File: config.mk
export PLATFORM = sky130hd
export DESIGN_NAME = mem_port_arbiter_flat
export DESIGN_NICKNAME = d
export VERILOG_FILES = /design/src/rtl/mem_port_arbiter_if.sv /design/src/rtl/mem_port_arbiter.sv /design/src/flat_wrapper.sv
export SDC_FILE = /design/constraint.sdc
export NUM_CORES = 1
export LEC_CHECK = 0
export CAP_MARGIN = 20
export CORE_MARGIN = 2
export CORE_UTILIZATION = 42
export DETAILED_ROUTE_END_ITERATION = 10
export PLACE_DENSITY = 0.85
export SETUP_SLACK_MARGIN = 0.2
export SLEW_MARGIN = 20
export SYNTH_ARGS = -nofsm -noshare
export SYNTH_HDL_FRONTEND = slang
export SYNTH_SLANG_ARGS = --single-unit
File: constraint.sdc
create_clock -name clock -period 1.84 [get_ports clock]
set_input_delay 0.184 -clock clock [delete_from_list [all_inputs] [get_ports clock]]
set_output_delay 0.184 -clock clock [all_outputs]
set_load 0.01 [all_outputs]
File: src/rtl/mem_port_arbiter_if.sv
// Fetch, load/store and memory-side signals of the unified memory port arbiter.
// Latency: none, wiring only.
// Backpressure: req/ack handshakes; each requester holds its request until acked.
interface mem_port_arbiter_if #(
   parameter int DATAW = 32,
   parameter int ADDRW = 32
);
   logic             if_req;
   logic [ADDRW-1:0] if_addr;
   logic             if_ack;
   logic [DATAW-1:0] if_rdata;

   logic             d_req;
   logic             d_we;
   logic [1:0]       d_size;
   logic [ADDRW-1:0] d_addr;
   logic [DATAW-1:0] d_wdata;
   logic             d_ack;
   logic [DATAW-1:0] d_rdata;

   logic             m_req;
   logic             m_we;
   logic [1:0]       m_size;
   logic [ADDRW-1:0] m_addr;
   logic [DATAW-1:0] m_wdata;
   logic             m_ack;
   logic [DATAW-1:0] m_rdata;

   // Arbiter side
   modport slave (
      input  if_req, if_addr,
      output if_ack, if_rdata,
      input  d_req, d_we, d_size, d_addr, d_wdata,
      output d_ack, d_rdata,
      output m_req, m_we, m_size, m_addr, m_wdata,
      input  m_ack, m_rdata
   );

   // Requester/memory side
   modport master (
      output if_req, if_addr,
      input  if_ack, if_rdata,
      output d_req, d_we, d_size, d_addr, d_wdata,
      input  d_ack, d_rdata,
      input  m_req, m_we, m_size, m_addr, m_wdata,
      output m_ack, m_rdata
   );
endinterface

File: src/rtl/mem_port_arbiter.sv
// Shares one single-port memory between fetch and load/store, data first with bounded fetch starvation.
// Latency: m_req the cycle after the IDLE grant; requester ack the cycle after m_ack.
// Backpressure: one transaction at a time; the losing requester waits with its request held.
module mem_port_arbiter #(
   parameter int DATAW        = 32,
   parameter int ADDRW        = 32,
   parameter int MAX_D_STREAK = 4
) (
   input  logic              clock,
   input  logic              reset,
   mem_port_arbiter_if.slave bus,
   output logic              busy
);
   localparam int SW = $clog2(MAX_D_STREAK + 1);
   localparam logic [SW-1:0] STREAK_MAX = SW'(MAX_D_STREAK);

   typedef enum logic [1:0] {IDLE, ISSUE, RESP} state_t;

   state_t           state,       state_n;
   logic             owner_fetch, owner_fetch_n;
   logic [SW-1:0]    d_streak,    d_streak_n;
   logic             m_req_r,     m_req_n;
   logic             m_we_r,      m_we_n;
   logic [1:0]       m_size_r,    m_size_n;
   logic [ADDRW-1:0] m_addr_r,    m_addr_n;
   logic [DATAW-1:0] m_wdata_r,   m_wdata_n;
   logic [DATAW-1:0] if_rdata_r,  if_rdata_n;
   logic [DATAW-1:0] d_rdata_r,   d_rdata_n;
   logic             if_ack_r,    if_ack_n;
   logic             d_ack_r,     d_ack_n;
   logic             busy_r,      busy_n;

   always_comb begin
      state_n       = state;
      owner_fetch_n = owner_fetch;
      d_streak_n    = d_streak;
      m_req_n       = m_req_r;
      m_we_n        = m_we_r;
      m_size_n      = m_size_r;
      m_addr_n      = m_addr_r;
      m_wdata_n     = m_wdata_r;
      if_rdata_n    = if_rdata_r;
      d_rdata_n     = d_rdata_r;
      if_ack_n      = 1'b0;
      d_ack_n       = 1'b0;

      case (state)
         IDLE: begin
            // Fetch wins outright, or on a tie once data has used up its streak.
            if (bus.if_req && (!bus.d_req || d_streak == STREAK_MAX)) begin
               owner_fetch_n = 1'b1;
               m_we_n        = 1'b0;
               m_size_n      = 2'b10;
               m_addr_n      = bus.if_addr;
               m_wdata_n     = '0;
               m_req_n       = 1'b1;
               d_streak_n    = '0;
               state_n       = ISSUE;
            end else if (bus.d_req) begin
               owner_fetch_n = 1'b0;
               m_we_n        = bus.d_we;
               m_size_n      = bus.d_size;
               m_addr_n      = bus.d_addr;
               m_wdata_n     = bus.d_wdata;
               m_req_n       = 1'b1;
               state_n       = ISSUE;
               if (!bus.if_req) begin
                  d_streak_n = '0;
               end else if (d_streak != STREAK_MAX) begin
                  d_streak_n = d_streak + 1'b1;
               end
            end
         end
         ISSUE: begin
            if (bus.m_ack) begin
               m_req_n = 1'b0;
               if (owner_fetch) begin
                  if_rdata_n = bus.m_rdata;
                  if_ack_n   = 1'b1;
               end else begin
                  if (!m_we_r) d_rdata_n = bus.m_rdata;
                  d_ack_n = 1'b1;
               end
               state_n = RESP;
            end
         end
         RESP: begin
            state_n = IDLE;
         end
         default: begin
            state_n = IDLE;
         end
      endcase

      busy_n = (state_n != IDLE);
   end

   always_ff @(posedge clock) begin
      if (reset) begin
         state       <= IDLE;
         owner_fetch <= 1'b0;
         d_streak    <= '0;
         m_req_r     <= 1'b0;
         m_we_r      <= 1'b0;
         m_size_r    <= 2'b00;
         m_addr_r    <= '0;
         m_wdata_r   <= '0;
         if_rdata_r  <= '0;
         d_rdata_r   <= '0;
         if_ack_r    <= 1'b0;
         d_ack_r     <= 1'b0;
         busy_r      <= 1'b0;
      end else begin
         state       <= state_n;
         owner_fetch <= owner_fetch_n;
         d_streak    <= d_streak_n;
         m_req_r     <= m_req_n;
         m_we_r      <= m_we_n;
         m_size_r    <= m_size_n;
         m_addr_r    <= m_addr_n;
         m_wdata_r   <= m_wdata_n;
         if_rdata_r  <= if_rdata_n;
         d_rdata_r   <= d_rdata_n;
         if_ack_r    <= if_ack_n;
         d_ack_r     <= d_ack_n;
         busy_r      <= busy_n;
      end
   end

   assign bus.m_req    = m_req_r;
   assign bus.m_we     = m_we_r;
   assign bus.m_size   = m_size_r;
   assign bus.m_addr   = m_addr_r;
   assign bus.m_wdata  = m_wdata_r;
   assign bus.if_rdata = if_rdata_r;
   assign bus.d_rdata  = d_rdata_r;
   assign bus.if_ack   = if_ack_r;
   assign bus.d_ack    = d_ack_r;
   assign busy         = busy_r;
endmodule

File: src/flat_wrapper.sv
// flat-port wrapper written by rule: the top's interface ports become plain ports
module mem_port_arbiter_flat 
#(
   parameter int DATAW        = 32,
   parameter int ADDRW        = 32,
   parameter int MAX_D_STREAK = 4
)
  (clock, reset, busy, bus_if_req, bus_if_addr, bus_if_ack, bus_if_rdata, bus_d_req, bus_d_we, bus_d_size, bus_d_addr, bus_d_wdata, bus_d_ack, bus_d_rdata, bus_m_req, bus_m_we, bus_m_size, bus_m_addr, bus_m_wdata, bus_m_ack, bus_m_rdata);
  mem_port_arbiter_if #(.DATAW(DATAW), .ADDRW(ADDRW)) bus_i ();
  input  logic clock;
  input  logic reset;
  output logic busy;
  input wire logic [$bits(bus_i.if_req)-1:0] bus_if_req;
  input wire logic [$bits(bus_i.if_addr)-1:0] bus_if_addr;
  output wire logic [$bits(bus_i.if_ack)-1:0] bus_if_ack;
  output wire logic [$bits(bus_i.if_rdata)-1:0] bus_if_rdata;
  input wire logic [$bits(bus_i.d_req)-1:0] bus_d_req;
  input wire logic [$bits(bus_i.d_we)-1:0] bus_d_we;
  input wire logic [$bits(bus_i.d_size)-1:0] bus_d_size;
  input wire logic [$bits(bus_i.d_addr)-1:0] bus_d_addr;
  input wire logic [$bits(bus_i.d_wdata)-1:0] bus_d_wdata;
  output wire logic [$bits(bus_i.d_ack)-1:0] bus_d_ack;
  output wire logic [$bits(bus_i.d_rdata)-1:0] bus_d_rdata;
  output wire logic [$bits(bus_i.m_req)-1:0] bus_m_req;
  output wire logic [$bits(bus_i.m_we)-1:0] bus_m_we;
  output wire logic [$bits(bus_i.m_size)-1:0] bus_m_size;
  output wire logic [$bits(bus_i.m_addr)-1:0] bus_m_addr;
  output wire logic [$bits(bus_i.m_wdata)-1:0] bus_m_wdata;
  input wire logic [$bits(bus_i.m_ack)-1:0] bus_m_ack;
  input wire logic [$bits(bus_i.m_rdata)-1:0] bus_m_rdata;
  assign bus_i.if_req = bus_if_req;
  assign bus_i.if_addr = bus_if_addr;
  assign bus_if_ack = bus_i.if_ack;
  assign bus_if_rdata = bus_i.if_rdata;
  assign bus_i.d_req = bus_d_req;
  assign bus_i.d_we = bus_d_we;
  assign bus_i.d_size = bus_d_size;
  assign bus_i.d_addr = bus_d_addr;
  assign bus_i.d_wdata = bus_d_wdata;
  assign bus_d_ack = bus_i.d_ack;
  assign bus_d_rdata = bus_i.d_rdata;
  assign bus_m_req = bus_i.m_req;
  assign bus_m_we = bus_i.m_we;
  assign bus_m_size = bus_i.m_size;
  assign bus_m_addr = bus_i.m_addr;
  assign bus_m_wdata = bus_i.m_wdata;
  assign bus_i.m_ack = bus_m_ack;
  assign bus_i.m_rdata = bus_m_rdata;
  mem_port_arbiter #(.DATAW(DATAW), .ADDRW(ADDRW), .MAX_D_STREAK(MAX_D_STREAK)) u_core (.clock(clock), .reset(reset), .bus(bus_i), .busy(busy));
endmodule
==> results.cfg <==
[timing]
setup_slack_ns = 0.155
clock.fmax_mhz = 593
period_minus_slack_ns = 1.69
rsz0062_at_grt = true
setup_viol = 0
setup_tns_ns = 0
finalClockSkew_ns = 0.00935
finalCritPeriodShare_pct = 91.6
tightestPinTransition_ns = 0.586
report.final.hold_viol_count = 0
whs_ns = 0.272
max_slew_margin_pct = 61.0
final_max_slew_viol_count = 0

[worst_hold_path]
min_path_type = primary input to flip-flop

[detailed_routing]
wl_met3_microns = 1810
vias = 6745
route.met2.wl_microns = 10700
detail-route-antenna-nets = 0
drt_iter0_drc = 798
drt-met1-wl_microns = 9010
highest_layer = met4
drt_pass1_iterations = 5
routed_wl_microns = 22500
post-route-drc-count = 0
post_drt_via_cell_ratio = 6.01
wl_per_cell_microns = 20.0

[synth]
synthTopCellsByArea = dfxtp_1 (48%), a21oi_1 (12%), nor4_1 (6.8%), o21ai_0 (6.0%), o2111ai_1 (5.1%)
synth_edf_count = 0
synthArstFlopShare_pct = 0
synth_fp_nets = 836
syn_avg_cell_area_sq_um = 8.41
synth-main-ff-cell = dfxtp_1
synth_top_area_share_pct = 48.1
yosys_warnings = 0
syn-instance-count = 698
ys_seq_area_share_pct = 48.1
synth.most_common_cell = dfxtp_1
netlist-cell-type-count = 33
ys_ff_latch = 141
synth_common_cells = dfxtp_1 (141), a21oi_1 (136), o21ai_0 (70), nand2_1 (67), nor4_1 (64)
netlist_area_sq_um = 5870
synth_area_leader_cell = dfxtp_1

[cells_and_area]
drive_gt1_share_pct = 9.65
syn2layout_area_growth_pct = 62.1
antenna_cells = 0
fin_nets = 1070
final_cells = 1123

[placed_design]
place.gp.congestion = 0.856
portBuffers = 270
dpl.hpwl_microns = 13200
pre_cts_ws_ns = 0.0384
placed_cells = 1087

[cts]
cts_tree = built
cts_max_level = 4
cts_buffers = 17
insertion_delay_ns = 0.41
clk_pin_slew_worst_paths_ns = 0.06
cts.path.max_buffers = 2
cts-root-buf = clkbuf_16
cts_sinks = 141

[worst_setup_path]
crit_required_ns = 2.12
worstPathMaxFanout = 8
cp.arrival_ns = 1.96
crit_path_start_kind = flip-flop
path_class = flip-flop to flip-flop
end_kind = flip-flop

[global_routing]
grt_pass1_wl_microns = 32900
grt_max_degree = 73
grt_antenna_before_repair = 0
grt_pass1_vias = 6250
grt-ovfl-total = 0
grtUsageTotal_pct = 27.8

[floorplanning]
die_w_microns = 122
io_pins = 271
coreArea_sq_um = 13800
initial_core_util_pct = 42.6
die_area_sq_um = 14900
die_y_microns = 122
rows = 43

[power]
peakVddDrop_uv = 620
power.leakage_nw = 3.13
power_density_nw_per_um2 = 866
p_total_w = 0.00824

[run]
maxCapViolCount = 0

[run_status]
status = finished clean
==> worst paths after layout <==
kind,from,endpoint,slack [ns],cells after the start
setup / recovery,u_core.d_streak[1],u_core.bus.m_addr[14],0.15,5
hold / removal,reset,u_core.state[1],0.27,2
setup reg to reg,u_core.d_streak[1],u_core.bus.m_addr[14],0.15,5
hold reg to reg,u_core.bus.if_rdata[6],u_core.bus.if_rdata[6],0.46,2
==> critical path, cell delays in order (launching register included) <==
cell       delay, ns
dfxtp_1         0.35
inv_1           0.08
ha_4            0.21
a21bo_4         0.29
a2111oi_1       0.49
nor4_1          0.12
==> layout make-up <==
type | count | area, sq um
Clock buffer | 19 | 433
Clock inverter | 11 | 123
Fill cell | 1088 | 4260
Inverter | 4 | 15.0
Multi-Input combinational cell | 468 | 2850
Sequential cell | 141 | 2820
Tap cell | 180 | 225
Timing Repair Buffer | 300 | 3050
==> registers in the layout, indices dropped and copies added, names as in the netlist, 2 cells and up <==
signal               cells
u_core.state             2
u_core.bus.if_rdata     32
u_core.bus.m_wdata      32
u_core.d_streak          3
u_core.bus.m_size        2
u_core.bus.d_rdata      32
u_core.bus.m_addr       32
==> per-layer routing <==
metal | global-route usage [%] | vias up
li1 | - | 3112
met1 | 34.5 | 3187
met2 | 43.8 | 361
met3 | 7.34 | 85
met4 | 15.8 | 0
met5 | 0 | -
==> cells by family after synthesis <==
| logic type | count (synthesis) | share of synthesized area [%] |
|---|---|---|
| buffers and inverters | 94 | 6.97 |
| AO/OA/AOI/OAI | 277 | 28.4 |
| AND/OR/NAND/NOR | 184 | 16.1 |
| flip-flops | 141 | 48.1 |
| adder cells (fa/ha/maj) | 2 | 0.426 |
==> power breakdown <==
part	internal, W	switching (W)	leakage, nW	total, W
combinational	0.000823	0.000828	1.72	0.00165
sequential	0.00323	0.0000993	1.15	0.00333
clock	0.00197	0.00129	0.261	0.00326
==> cells in the final DEF, fill, tap and decap left out, types with 3 or more instances in the layout <==
master	count
clkdlybuf4s50_1	269
dfxtp_1	141
a21oi_1	136
o21ai_0	70
nand2_1	67
nor4_1	64
o2111ai_1	34
nand3_1	33
buf_4	21
a2111oi_2	17
clkbuf_16	17
buf_12	10
a2111oi_1	8
a2111oi_0	8
a21bo_4	4
clkinvlp_4	4
inv_1	3
or2_4	3
nand4_1	3
clkinv_2	3
==> metrics by stage <==
stage	util [%]	cell area (sq um)
final	69.1	9520
after global routing	69.1	9520
after CTS	68.2	9390
after detailed placement	63.6	8760
after global placement	63.6	8760
after floorplan	-	5870
==> timing repair <==
action | in CTS | in global routing
endpoints found under the setup margin | 49 | 44
buffers inserted | 1 | 0
hold buffers | 0 | 0
gates resized for setup | 18 | 29
cloned | 3 | 2
pin swaps | 1 | 1
Power figures use the tool's default switching activity.
